<file path="src/rtl/cmd_rcv_auth_if.sv">
// rtl/cmd_rcv_auth_if.sv - received-byte handshake between the BLE command receiver and its consumer
interface cmd_rcv_auth_if;
    logic [7:0] rx_data;
    logic       rdy;
    logic       clr_rdy;

    modport master (output rx_data, output rdy, input clr_rdy);
    modport slave  (input rx_data, input rdy, output clr_rdy);
endinterface

</file>
<file path="src/rtl/cmd_rcv_auth.sv">
// rtl/cmd_rcv_auth.sv - BLE 8N1 command receiver with G/S power authorisation FSM
// Define FRAME_CHK_EN to reject frames with a bad stop bit and report them on frm_err.
module cmd_rcv_auth #(
    parameter int         BAUD_DIV = 2604,
    parameter logic [7:0] CMD_GO   = 8'h47,
    parameter logic [7:0] CMD_STOP = 8'h53
) (
    input  logic           clk,
    input  logic           rst,
    input  logic           RX,
    input  logic           rider_off,
    cmd_rcv_auth_if.master bus,
    output logic           pwr_up,
    output logic           frm_err
);
    localparam int            CW       = $clog2(BAUD_DIV);
    localparam logic [CW-1:0] HALF_BIT = CW'(BAUD_DIV / 2);
    localparam logic [CW-1:0] FULL_BIT = CW'(BAUD_DIV - 1);

    typedef enum logic       {IDLE, RECV}      rx_state_t;
    typedef enum logic [1:0] {OFF, PWR1, PWR2} auth_state_t;

    logic          r_rx_meta;
    logic          r_rx_s;
    logic          r_rx_prev;
    rx_state_t     r_rx_state;
    logic [CW-1:0] r_baud_cnt;
    logic [3:0]    r_bit_cnt;
    logic [7:0]    r_shift;
    logic [7:0]    r_rx_data;
    logic          r_rdy;
    auth_state_t   r_auth_state;
    logic          r_pwr_up;

    logic          w_fall;
    logic          w_start;
    logic          w_stop_sample;
    logic          w_byte_done;

    assign w_fall        = r_rx_prev & ~r_rx_s;
    assign w_stop_sample = (r_rx_state == RECV) && (r_baud_cnt == '0) && (r_bit_cnt == 4'd9);

`ifdef FRAME_CHK_EN
    logic r_frm_err;
    logic r_wait_hi;

    // After a bad stop bit the line may still be held low (break); stay disarmed until it idles.
    assign w_start     = w_fall & ~r_wait_hi;
    assign w_byte_done = w_stop_sample & r_rx_s;
    assign frm_err     = r_frm_err;
`else
    assign w_start     = w_fall;
    assign w_byte_done = w_stop_sample;
    assign frm_err     = 1'b0;
`endif

    assign bus.rx_data = r_rx_data;
    assign bus.rdy     = r_rdy;
    assign pwr_up      = r_pwr_up;

    always_ff @(posedge clk) begin
        if (rst) begin
            r_rx_meta <= 1'b1;
            r_rx_s    <= 1'b1;
            r_rx_prev <= 1'b1;
        end else begin
            r_rx_meta <= RX;
            r_rx_s    <= r_rx_meta;
            r_rx_prev <= r_rx_s;
        end
    end

    always_ff @(posedge clk) begin
        if (rst) begin
            r_rx_state <= IDLE;
            r_baud_cnt <= '0;
            r_bit_cnt  <= '0;
            r_shift    <= '0;
            r_rx_data  <= '0;
            r_rdy      <= 1'b0;
`ifdef FRAME_CHK_EN
            r_frm_err  <= 1'b0;
            r_wait_hi  <= 1'b0;
`endif
        end else begin
`ifdef FRAME_CHK_EN
            r_frm_err <= 1'b0;
`endif
            // Later assignments in this block override the acknowledge, so a completing byte wins.
            if (bus.clr_rdy) begin
                r_rdy <= 1'b0;
            end
            case (r_rx_state)
                IDLE: begin
`ifdef FRAME_CHK_EN
                    if (r_wait_hi && r_rx_s) begin
                        r_wait_hi <= 1'b0;
                    end
`endif
                    if (w_start) begin
                        r_baud_cnt <= HALF_BIT;
                        r_bit_cnt  <= 4'd0;
                        r_rx_state <= RECV;
                    end
                end
                RECV: begin
                    if (r_baud_cnt != '0) begin
                        r_baud_cnt <= r_baud_cnt - 1'b1;
                    end else begin
                        r_baud_cnt <= FULL_BIT;
                        r_bit_cnt  <= r_bit_cnt + 4'd1;
                        if (r_bit_cnt == 4'd0) begin
                            if (r_rx_s) begin
                                r_rx_state <= IDLE;
                            end else begin
                                r_rdy <= 1'b0;
                            end
                        end else if (r_bit_cnt != 4'd9) begin
                            r_shift <= {r_rx_s, r_shift[7:1]};
                        end else begin
                            r_rx_state <= IDLE;
                            if (w_byte_done) begin
                                r_rx_data <= r_shift;
                                r_rdy     <= 1'b1;
                            end
`ifdef FRAME_CHK_EN
                            else begin
                                r_frm_err <= 1'b1;
                                r_wait_hi <= 1'b1;
                            end
`endif
                        end
                    end
                end
                default: r_rx_state <= IDLE;
            endcase
        end
    end

    // Commands act on byte_done directly, so an unacknowledged byte still drives authorisation.
    always_ff @(posedge clk) begin
        if (rst) begin
            r_auth_state <= OFF;
            r_pwr_up     <= 1'b0;
        end else begin
            r_pwr_up <= (r_auth_state != OFF);
            case (r_auth_state)
                OFF: begin
                    if (w_byte_done && r_shift == CMD_GO) begin
                        r_auth_state <= PWR1;
                    end
                end
                PWR1: begin
                    if (w_byte_done && r_shift == CMD_STOP) begin
                        r_auth_state <= rider_off ? OFF : PWR2;
                    end
                end
                PWR2: begin
                    if (rider_off) begin
                        r_auth_state <= OFF;
                    end else if (w_byte_done && r_shift == CMD_GO) begin
                        r_auth_state <= PWR1;
                    end
                end
                default: r_auth_state <= OFF;
            endcase
        end
    end
endmodule

</file>
<file path="src/flat_wrapper.sv">
// flat-port wrapper written by rule: the top's interface ports become plain ports
module cmd_rcv_auth_flat 
#(
    parameter int         BAUD_DIV = 2604,
    parameter logic [7:0] CMD_GO   = 8'h47,
    parameter logic [7:0] CMD_STOP = 8'h53
)
  (clk, rst, RX, rider_off, pwr_up, frm_err, bus_rx_data, bus_rdy, bus_clr_rdy);
  cmd_rcv_auth_if bus_i ();
  input  logic clk;
  input  logic rst;
  input  logic RX;
  input  logic rider_off;
  output logic pwr_up;
  output logic frm_err;
  output wire logic [$bits(bus_i.rx_data)-1:0] bus_rx_data;
  output wire logic [$bits(bus_i.rdy)-1:0] bus_rdy;
  input wire logic [$bits(bus_i.clr_rdy)-1:0] bus_clr_rdy;
  assign bus_rx_data = bus_i.rx_data;
  assign bus_rdy = bus_i.rdy;
  assign bus_i.clr_rdy = bus_clr_rdy;
  cmd_rcv_auth #(.BAUD_DIV(BAUD_DIV), .CMD_GO(CMD_GO), .CMD_STOP(CMD_STOP)) u_core (.clk(clk), .rst(rst), .RX(RX), .rider_off(rider_off), .bus(bus_i), .pwr_up(pwr_up), .frm_err(frm_err));
endmodule
</file>
<file path="config.mk">
export PLATFORM = sky130hd
export DESIGN_NAME = cmd_rcv_auth_flat
export DESIGN_NICKNAME = d
export VERILOG_FILES = /design/src/rtl/cmd_rcv_auth_if.sv /design/src/rtl/cmd_rcv_auth.sv /design/src/flat_wrapper.sv
export SDC_FILE = /design/constraint.sdc
export NUM_CORES = 1
export LEC_CHECK = 0
export CORE_AREA = 4 4 65 67
export CTS_CLUSTER_DIAMETER = 40
export DETAILED_ROUTE_END_ITERATION = 8
export DIE_AREA = 0 0 69 71
export PLACE_DENSITY = 0.81
export SKIP_CTS_REPAIR_TIMING = 1
export SYNTH_ARGS = -nofsm -noshare
export SYNTH_HDL_FRONTEND = slang
export SYNTH_SLANG_ARGS = --single-unit
</file>
<file path="constraint.sdc">
create_clock -name clk -period 2 [get_ports clk]
set_input_delay 0.4 -clock clk [delete_from_list [all_inputs] [get_ports clk]]
set_output_delay 0.4 -clock clk [all_outputs]
set_load 0.1 [all_outputs]
</file>
* Word level (Yosys, flattened, before mapping)
Cells that the tools add are included.
** Storage, ports and cells
- Logic and storage cells :: 64
- Output and inout bits :: 11
- Bits in registers :: 40
- Bits of input ports :: 5
** Cells by class
- Reductions and logical operators :: 12
- Add/sub/neg operators :: 2
- Bitwise logic cells :: 6
- Eq/ne operators :: 9
- Multiplexer cells :: 24
** Operator list (count)
- $mux W12 :: 2
- $pmux W12 S2 :: 1
- $eq A8 B7 Y1 const B :: 2
- $logic_not A12 Y1 :: 1
- $mux W1 :: 12
- $reduce_bool A12 Y1 :: 1
- $sub A12 B1 Y12 const B :: 1
- $mux W2 :: 4
- $mux W4 :: 2
- $pmux W4 S2 :: 1
- $pmux W2 S3 :: 1
- $not A1 Y1 :: 5
- $reduce_and A5 Y1 :: 1
- $add A4 B1 Y4 const B :: 1
- $eq A4 B4 Y1 const B :: 1
- $logic_and A1 B1 Y1 :: 4
- $logic_not A4 Y1 :: 1
- $ne A2 B1 Y1 const B :: 2
- $ne A4 B4 Y1 const B :: 1
- $reduce_and A4 Y1 :: 1
- $eq A2 B1 Y1 const B :: 1
- $eq A2 B2 Y1 const B :: 1
- $logic_not A2 Y1 :: 1
- $ne A2 B2 Y1 const B :: 1
- 4 further kinds :: 4

* Logic depth before layout (Yosys ltp)
- Depth in word-level cells :: 8
- Mapped depth :: 7
- Mapped depth without buffers :: 6

* Worst setup path after synthesis
OpenSTA, ideal clock, no wires.
- Kind :: register to register
- Start :: register u_core.r_baud_cnt[0]
- End :: register u_core.r_baud_cnt[6]
- Library setup time :: 0.122 ns
- Setup slack :: 0.217 ns
- Required time :: 1.878 ns
- Clock period less this slack :: 1.783 ns
- Arrival time :: 1.661 ns
- Cell stages (with the launch flop) :: 7
- Buffers on the path :: 0
- Cell sequence :: dfxtp_1 -> inv_1 -> ha_1 -> or3b_4 -> or3_1 -> and3_1 -> a221o_1
** Between the ends
- Longest elaborated chain between the ends :: 3
- Elaborated cells between the ends (all ways) :: 4
- Classes of those cells :: add/sub: 1; mux: 2; reduce/logical: 1
** Ends and longest elaborated chain
- start: declaration :: RTL line cmd_rcv_auth.sv:27 : logic [CW-1:0] r_baud_cnt;
- start signal: assignment :: RTL line cmd_rcv_auth.sv:108 : r_baud_cnt <= r_baud_cnt - 1'b1;
- $sub A12 B1 Y12 / $reduce_bool A12 Y1 (equally long branches) :: RTL line cmd_rcv_auth.sv:108, cmd_rcv_auth.sv:107
- $mux W12 * :: RTL line cmd_rcv_auth.sv:107 : if (r_baud_cnt != '0) begin
- $pmux W12 S2 * :: RTL line cmd_rcv_auth.sv:93 : case (r_rx_state)
Mark *: on every way between the ends. The rest lies on a longest branch, timed or not.
A chain may end at the register's enable or synchronous reset.

* Final worst setup path
Same ends and word-level chain as after synthesis.

==> impl_metrics.yaml <==
run_status:
  status: "complete, no violations"
critical_path:
  cp.arrival_ps: 2070
  max_stage_delay_ps: 460
  cp_slowest_cell: "nor4b_2"
  r2r_cells: 6
  crit_end: "u_core.r_baud_cnt[6]"
  required_ps: 2190
  worst-path-buf-inv: 1
  worstReg2RegStart: "u_core.r_baud_cnt[0]"
  cpLargestDelayFamily: "simple AND/OR/NAND/NOR gates"
  ff2ff_setup_slack_ps: 120
  startpoint: "u_core.r_baud_cnt[0]"
  r2r_end: "u_core.r_baud_cnt[6]"
  path_class: "reg -> reg"
  crit_cells: 6
  path_cells: "inv_1 -> ha_1 -> nor4b_2 -> a31oi_1 -> and3_1 -> a221o_1"
  end_kind: "flip-flop"
  crit_path_start_kind: "flip-flop"
  worstPathMaxFanout: 5
clocking:
  clock_sinks: 40
  cts_buffers: 5
  cts_tree: "built"
  clk_pin_slew_ps: 80
  cts_buffer_depth: 2
  htreeDepth: 2
  root_buffer: "clkbuf_8"
  insertion_delay_ps: 290
yosys:
  synth-simple-area-share_pct: 33.3
  yosysUniqueCellTypes: 50
  synth_top_area_share_pct: 40.5
  ys_seq_area_share_pct: 40.5
  synthAdderAreaFrac_pct: 3.16
  synth_top_cell_by_area: "dfxtp_1"
  synthCells: 229
  ys_top_cells_by_count: "dfxtp_1 (40), nand2_1 (26), a21oi_1 (19)"
  synth_edf_count: 0
  ys_seq_elements: 40
  synthMuxAreaShare_pct: 6.20
  syn-num-nets: 239
  synth_compound_area_share_pct: 12.3
  syn-mean-instance-area_sq_um: 8.64
  synth_most_common_cell: "dfxtp_1"
  yosys_warnings: 0
  synthXorXnorAreaFrac_pct: 0
  synth_area_leaders: "dfxtp_1 (40%), mux2i_1 (5.1%), nand2_1 (4.9%)"
  async_flop_share_pct: 0
  synth_top_family_by_area: "simple AND/OR/NAND/NOR gates"
  ys.flop_type: "dfxtp_1"
  synthesis.area_sq_um: 1980
sta:
  setup_tns_ps: 0
  max_freq_ghz: 0.532
  tightest_slew_ps: 533
  fin_skew_ps: 7.78
  finalCritPeriodShare_pct: 93.9
  report.final.slew_viol_count: 0
  finalHoldViolations: 0
  setup_viol: 0
  rsz0062_at_grt: "false"
  relSlewSlack_pct: 64.4
  min_period_ps: 1880
  fin_ws_ps: 121
  hold_slack_ps: 414
final_layout:
  area_growth_pct: 14.2
  design_area_sq_um: 2260
  drive_gt1_share_pct: 18.1
  nFillCells: 346
  diodes: 0
  fin_nets: 258
  stdcell_count: 296
  multi_input_area_sq_um: 1100
  regArea_sq_um: 801
drt:
  vias: 1716
  viasPerCell: 5.80
  wire_per_inst_microns: 13.8
  ant_nets: 0
  drt-total-wl_mm: 4.09
  drt_iter0_markers: 130
  drc: 0
  drt_pass1_iterations: 4
placement:
  io_buffer_count: 14
  place_area_sq_um: 2170
  pre_cts_slack_ps: 135
  place_inst: 289
  hpwl_mm: 2.95
  gp_congestion: 0.888
die:
  fp-row-count: 22
  dieArea_sq_um: 4900
  die_w_microns: 69
  start_util_pct: 54.4
  ioPinCount: 16
  core_sq_um: 3630
  die_y_microns: 71
worst_hold_path:
  hold_class: "reg -> reg"
run:
  maxCapViolCount: 0
power:
  p_per_area_nw_per_um2: 748
  p_leak_nw: 0.801
  vdd_ir_drop_max_uv: 522
grt:
  grt_pass1_vias: 1658
  antenna_found_initial: 0
  grt_pass1_wl_mm: 7.12
  grt_max_degree: 21
  grt-ovfl-total: 0
  grt_usage_pct: 17.5
-- logic make-up after synthesis --
logic type	Yosys count
DFF	40
AOI/OAI and AO/OA	41
and+or+nand+nor	110
other	1
adders and majority gates	5
muxes	12
buffers and inverters	20
-- registers in the layout, indices dropped and copies added (netlist names) --
register and count:
u_core.r_rx_meta 1, u_core.r_shift 8, u_core.r_auth_state 2, u_core.r_bit_cnt 4
u_core.r_rx_prev 1, u_core.bus.rx_data 8, u_core.r_baud_cnt 12, u_core.pwr_up 1
u_core.r_rx_s 1, u_core.bus.rdy 1, u_core.r_rx_state 1
-- worst register-to-register path: stages (launching register included) --
cell	delay [ps]
dfxtp_1	340
inv_1	90
ha_1	160
nor4b_2	460
a31oi_1	260
and3_1	240
a221o_1	250
-- final cells by class --
cell class	count	area share (%)
timing repair buffer	24	8.42
inverter	8	1.33
clock inverter	2	0.554
tap	48	2.66
clock buffer	5	3.05
multi-input combinational	169	48.5
sequential	40	35.5
-- per-stage QoR --
step | total power [mW] | utilization (%)
final | 1.69 | 62.2
after CTS | 1.70 | 62.0
after global routing | 1.77 | 62.2
after detailed placement | 1.18 | 59.8
after floorplan | 1.10 | -
after global placement | 1.17 | 59.8
-- cells in the final DEF, fill, tap and decap left out, types with 2 or more instances in the layout --
cell type	n
dfxtp_1	40
a31oi_1	5
o21ai_0	8
mux2i_1	10
nor4_1	4
nand2_1	26
nand2b_1	12
or2_2	4
mux2_2	2
nor3_1	7
nand4_1	3
inv_1	8
ha_1	5
buf_4	20
clkdlybuf4s50_1	4
nand3b_1	2
nor2b_1	2
and3_1	2
nor2_1	13
nor4b_1	3
nor3b_1	4
a211oi_1	2
nand3_1	10
clkbuf_8	5
and4_1	2
a21oi_1	19
-- worst min path at each step --
stage                          endpoint  depth (start not counted)             start
final                     u_core.r_rx_s                          1  u_core.r_rx_meta
after CTS                 u_core.r_rx_s                          1  u_core.r_rx_meta
after floorplan           u_core.r_rx_s                          1  u_core.r_rx_meta
after detailed placement  u_core.r_rx_s                          1  u_core.r_rx_meta
after global routing      u_core.r_rx_s                          1  u_core.r_rx_meta
after global placement    u_core.r_rx_s                          1  u_core.r_rx_meta
-- layer usage --
layer	up-vias	wire, microns	global-route usage [%]
li1	854	-	-
met1	822	1920	20.9
met2	28	1920	29.3
met3	12	146	4.40
met4	0	102	8.24
met5	-	0	0
-- report_power, final --
group | total (mW) | switching, mW | internal [mW] | leakage [nW]
clock network | 0.521 | 0.285 | 0.236 | 0.0400
logic | 0.306 | 0.170 | 0.136 | 0.437
registers | 0.862 | 0.0394 | 0.823 | 0.324
total | 1.69 | 0.495 | 1.20 | 0.801
Note: power is estimated with default switching activity, not from simulation.
